[config.mk]
export PLATFORM = sky130hd
export DESIGN_NAME = universal_register
export DESIGN_NICKNAME = d
export VERILOG_FILES = /design/src/rtl/universal_register.sv
export SDC_FILE = /design/constraint.sdc
export NUM_CORES = 1
export LEC_CHECK = 0
export ABC_AREA = 1
export CORE_UTILIZATION = 53
export DETAILED_ROUTE_END_ITERATION = 8
export PLACE_DENSITY = 0.93
export SKIP_LAST_GASP = 1
export SLEW_MARGIN = 15
export SYNTH_ARGS = -nofsm -noshare
export SYNTH_HDL_FRONTEND = slang
export SYNTH_SLANG_ARGS = --single-unit
[constraint.sdc]
create_clock -name clk -period 2.65 [get_ports clk]
set_clock_uncertainty 0.2 [all_clocks]
set_input_delay 0.3975 -clock clk [delete_from_list [all_inputs] [get_ports clk]]
set_output_delay 0.3975 -clock clk [all_outputs]
set_load 0.01 [all_outputs]
[src/rtl/universal_register.sv]
// Parametrised multi-mode register: parallel load, shift, rotate and up/down
// count, with a registered carry/shift-out flag and a combinational zero flag.
module universal_register #(
  parameter int              WIDTH     = 8,
  parameter logic [WIDTH-1:0] SET_VALUE = {WIDTH{1'b1}}
) (
  input  logic             clk,
  input  logic             r,
  input  logic             s,
  input  logic             en,
  input  logic [2:0]       mode,
  input  logic [WIDTH-1:0] d,
  input  logic             sil,
  input  logic             sir,
  output logic [WIDTH-1:0] q,
  output logic             co,
  output logic             z
);

  localparam logic [2:0] MODE_HOLD = 3'b000;
  localparam logic [2:0] MODE_LOAD = 3'b001;
  localparam logic [2:0] MODE_SHL  = 3'b010;
  localparam logic [2:0] MODE_SHR  = 3'b011;
  localparam logic [2:0] MODE_ROL  = 3'b100;
  localparam logic [2:0] MODE_ROR  = 3'b101;
  localparam logic [2:0] MODE_INC  = 3'b110;
  localparam logic [2:0] MODE_DEC  = 3'b111;

  logic [WIDTH-1:0] q_next;
  logic             co_next;
  logic [WIDTH:0]   sum;
  logic [WIDTH:0]   diff;

  // Counting is done one bit wider so the top bit is the carry or borrow.
  assign sum  = {1'b0, q} + {{WIDTH{1'b0}}, 1'b1};
  assign diff = {1'b0, q} - {{WIDTH{1'b0}}, 1'b1};

  always_comb begin
    q_next  = q;
    co_next = co;
    if (s) begin
      q_next  = SET_VALUE;
      co_next = 1'b0;
    end else if (en) begin
      case (mode)
        MODE_HOLD: begin
          q_next  = q;
          co_next = co;
        end
        MODE_LOAD: begin
          q_next  = d;
          co_next = 1'b0;
        end
        MODE_SHL: begin
          q_next  = {q[WIDTH-2:0], sil};
          co_next = q[WIDTH-1];
        end
        MODE_SHR: begin
          q_next  = {sir, q[WIDTH-1:1]};
          co_next = q[0];
        end
        MODE_ROL: begin
          q_next  = {q[WIDTH-2:0], q[WIDTH-1]};
          co_next = q[WIDTH-1];
        end
        MODE_ROR: begin
          q_next  = {q[0], q[WIDTH-1:1]};
          co_next = q[0];
        end
        MODE_INC: begin
          q_next  = sum[WIDTH-1:0];
          co_next = sum[WIDTH];
        end
        MODE_DEC: begin
          q_next  = diff[WIDTH-1:0];
          co_next = diff[WIDTH];
        end
        default: begin
          q_next  = q;
          co_next = co;
        end
      endcase
    end
  end

  always_ff @(posedge clk or posedge r) begin
    if (r) begin
      q  <= '0;
      co <= 1'b0;
    end else begin
      q  <= q_next;
      co <= co_next;
    end
  end

  assign z = (q == '0);

endmodule

Word level (Yosys, flattened, before mapping)
Index checks and enable logic that the tools add are counted.

operators by class
  add/sub/neg operators = 2
  multiplexer cells = 6
  reduce and logical (&&, ||, !) cells = 6
  eq/ne operators = 8

operator list
  kind                                                 number
  case mux 8 bit (7 select lines)                      1
  2-to-1 mux 8 bit                                     2
  equality test 3 bit, second input constant           4
  adder 8 x 1 -> 9 bit, second input constant          1
  subtractor 8 x 1 -> 9 bit, second input constant     1
  logical NOT 8 bit                                    1
  equality test 3 x 2 -> 1 bit, second input constant  2
  case mux 1 bit (5 select lines)                      1
  OR reduction 2 bit                                   2
  equality test 3 x 1 -> 1 bit, second input constant  1
  logical NOT 3 bit                                    1
  2-to-1 mux 1 bit                                     2
  != test 2 bit, second input constant                 1
  AND reduction 2 bit                                  1
  nonzero test 2 bit                                   1

storage, ports and cells
  output and inout bits = 10
  register bits after elaboration = 9
  input port bits = 17

Longest topological paths before layout
  word-level depth = 5
  gate-level depth with buffers = 10
  gate-level depth less buffers = 10

Worst setup path before layout
Ideal clock, no wire load.

  kind = register -> output
  from = register q[5]
  to = output z
  arrival time = 1047 ps
  path buffers = 0
  slack = 1006 ps
  required time = 2053 ps
  stages on the path, launching flop included = 5
  cell sequence = dfrtp_1 -> inv_1 -> nand2_1 -> nor3_1 -> and3_1

between the ends
  word-level cells in the longest chain between the ends = 1

ends and longest elaborated chain
  item                      RTL line  source
  start: declaration        15        output logic [WIDTH-1:0] q,
  start signal: assignment  91        q <= q_next;
  logical NOT 8 bit         96        assign z = (q == '0);
  end: declaration          17        output logic z

No other way between the ends.

Worst setup path after layout
Same ends and word-level chain as after synthesis.

==> results.sh <==
export IMPL_status="completed"
export IMPL_numCtsBuffers=3
export IMPL_max_freq_mhz=394.5
export IMPL_worstPathBufferInverterCount=2
export IMPL_grtUsageTotal=0.3463
export IMPL_leakage_nw=0.6988
export IMPL_route_detailed_drc=0
export IMPL_cts_htree_levels=1
export IMPL_required_ns=2.05
export IMPL_setup_ws_ns=0.1149
export IMPL_dp_hpwl_um=2619
export IMPL_seq_area_um2=225.2
export IMPL_ys_ff_latch=9
export IMPL_cts_setup_buffers=0
export IMPL_dp_slack_ns=0.3782
export IMPL_clock_root_buffer="clkbuf_4"
export IMPL_worstPathArrival_ns=1.94
export IMPL_power_w=0.0005033
export IMPL_cap_violations=0
export IMPL_crit_path_end_kind="output port"
export IMPL_synthTopCellsByArea="nand2_1 (22%), dfrtp_1 (21%), inv_1 (9.8%), nand3_1 (9.3%), nor2_1 (9.1%)"
export IMPL_syn_num_nets=213
export IMPL_rr_startpoint="q[0]$_DFFE_PP0P_"
export IMPL_dieArea_um2=2207
export IMPL_post_cts_resized=0
export IMPL_cts_tree="yes"
export IMPL_vias_per_cell=5.681
export IMPL_netlist_area_um2=1072
export IMPL_row_count=15
export IMPL_fin_crit_sh=0.9567
export IMPL_path_delay_family="buffers and inverters"
export IMPL_grt_pass1_wl_um=5292
export IMPL_irDropWorstVdd_mv=0.2834
export IMPL_synth_warnings=0
export IMPL_finalMaxSlewViolations=0
export IMPL_insertion_delay_ns=0.27
export IMPL_synth_top_area_share=0.2170
export IMPL_cp_max_fo=8
export IMPL_synth_main_ff_cell="dfrtp_1"
export IMPL_clock_sinks=9
export IMPL_core_area_um2=1802
export IMPL_hold_viol=0
export IMPL_die_h_um=46.98
export IMPL_nFillCells=157
export IMPL_setup_violations=0
export IMPL_path_clk_slew_ns=0.07
export IMPL_firstDrtPassIters=7
export IMPL_synth_distinct_cells=21
export IMPL_boundaryPins=27
export IMPL_grt_pass1_vias=1217
export IMPL_synth_edf_count=0
export IMPL_clockBufferDepth=2
export IMPL_n_antenna_cell=0
export IMPL_drt_iter0_drc=102
export IMPL_drive_gt1_frac=0.04933
export IMPL_antenna_found_initial=0
export IMPL_rsz0062_at_grt="no"
export IMPL_worstMarginPinSlew_ns=0.3695
export IMPL_avgSynthCellArea_um2=5.556
export IMPL_area_delta_synth_final_pct=29.17
export IMPL_p_per_area_nw_per_um2=363.4
export IMPL_hp_class="in2async"
export IMPL_fin_crit_ns=2.535
export IMPL_antenna_left=0
export IMPL_die_x_um=46.98
export IMPL_critPathLaunchType="flip-flop"
export IMPL_start_util=0.5951
export IMPL_path_class="reg2out"
export IMPL_synth_area_leader_cell="nand2_1"
export IMPL_grt_max_degree=11
export IMPL_fin_tns_setup_ns=0
export IMPL_wirelength_um=3448
export IMPL_vias=1409
export IMPL_gp_congestion=0.9268
export IMPL_wire_per_inst_um=13.90
export IMPL_multi_input_area_um2=710.7
export IMPL_max_stage_delay_ns=0.54
export IMPL_fin_nets=244
export IMPL_cp_cell_sequence="inv_1 > nand2_1 > nor3_1 > and3_1 > clkdlybuf4s50_1"
export IMPL_slew_headroom=0.7534
export IMPL_syn_inst=193
export IMPL_portBuffers=26
export IMPL_grt_overflow_total=0
export IMPL_startpoint="q[5]$_DFFE_PP0P_"
export IMPL_synthArstFlopShare=1.000
export IMPL_cp_slowest_cell="clkdlybuf4s50_1"
export IMPL_ctsHoldBuffers=0
export IMPL_synth_seq_area_share=0.2100
==> registers in the layout, indices dropped and copies added (netlist names) <==
name and count:
co 1, q 8
==> logic make-up after synthesis <==
| family | after synthesis | synth area share |
|---|---|---|
| flip-flops | 9 | 0.2100 |
| AO/OA/AOI/OAI | 23 | 0.1179 |
| adder cells (fa/ha/maj) | 3 | 0.03501 |
| AND/OR/NAND/NOR | 126 | 0.5099 |
| buffers and inverters | 32 | 0.1272 |
==> routing by layer <==
layer  track usage  up-vias  part of all wire
met5             0        -                 0
met3       0.01538        9              0.10
met1        0.4741      612              0.42
met2        0.5833      104              0.47
met4        0.1200        0             0.013
li1              -      684                 -
==> cells in the final DEF (no fill, tap or decap) <==
cell type and n:
a21oi_1 8, a22oi_1 1, and3_1 1, buf_4 3
clkbuf_1 1, clkbuf_4 3, clkdlybuf4s50_1 26, dfrtp_1 9
ha_1 3, inv_1 28, inv_2 1, nand2_1 62
nand2_2 1, nand3_1 20, nand4_1 8, nor2_1 26
nor2_2 1, nor2_4 2, nor3_1 5, o211ai_1 2
o21ai_0 8, o21ai_1 1, o22ai_1 3
==> stage by stage <==
| stage | area (um2) | instances | util | hold WS [ns] |
|---|---|---|---|---|
| floorplan | 1072 | 193 | - | 0.02542 |
| global placement | 1359 | 244 | 0.7542 | 0.2651 |
| detailed placement | 1359 | 244 | 0.7542 | 0.3020 |
| CTS | 1385 | 248 | 0.7688 | 0.1987 |
| global route | 1385 | 248 | 0.7688 | 0.2351 |
| finish | 1385 | 248 | 0.7688 | 0.1888 |
==> layout make-up <==
| class | count | area share |
|---|---|---|
| timing repair buffer | 29 | 0.2042 |
| sequential | 9 | 0.1626 |
| inverter | 29 | 0.07859 |
| tap | 25 | 0.02258 |
| multi-input combinational | 152 | 0.5131 |
| clock buffer | 4 | 0.01897 |
==> final timing paths <==
check	end	slack, ns	cells after the start
worst max-delay path	z	0.11	5
worst min-delay path	co$_DFFE_PP0P_	0.19	2
worst max register to register	q[4]$_DFFE_PP0P_	0.81	9
worst min register to register	co$_DFFE_PP0P_	0.31	2
max in group asynchronous	q[5]$_DFFE_PP0P_	1.79	2
min in group clk	co$_DFFE_PP0P_	0.31	2
==> where the power goes <==
group / total (W) / leakage, nW / internal [W] / switching, W
clock network: 0.000113 / 0.0150 / 0.0000584 / 0.0000543
logic: 0.000219 / 0.593 / 0.0000906 / 0.000129
registers: 0.000171 / 0.0912 / 0.000149 / 0.0000226
total: 0.000503 / 0.699 / 0.000298 / 0.000206
==> cell usage after synthesis, types with 3 or more instances <==
cell	number
nand2_1	62
inv_1	28
nor2_1	26
nor3_1	5
nand4_1	8
dfrtp_1	9
o21ai_0	8
nand3_1	20
a21oi_1	8
ha_1	3
o22ai_1	3
(Power assumes the default switching activity.)
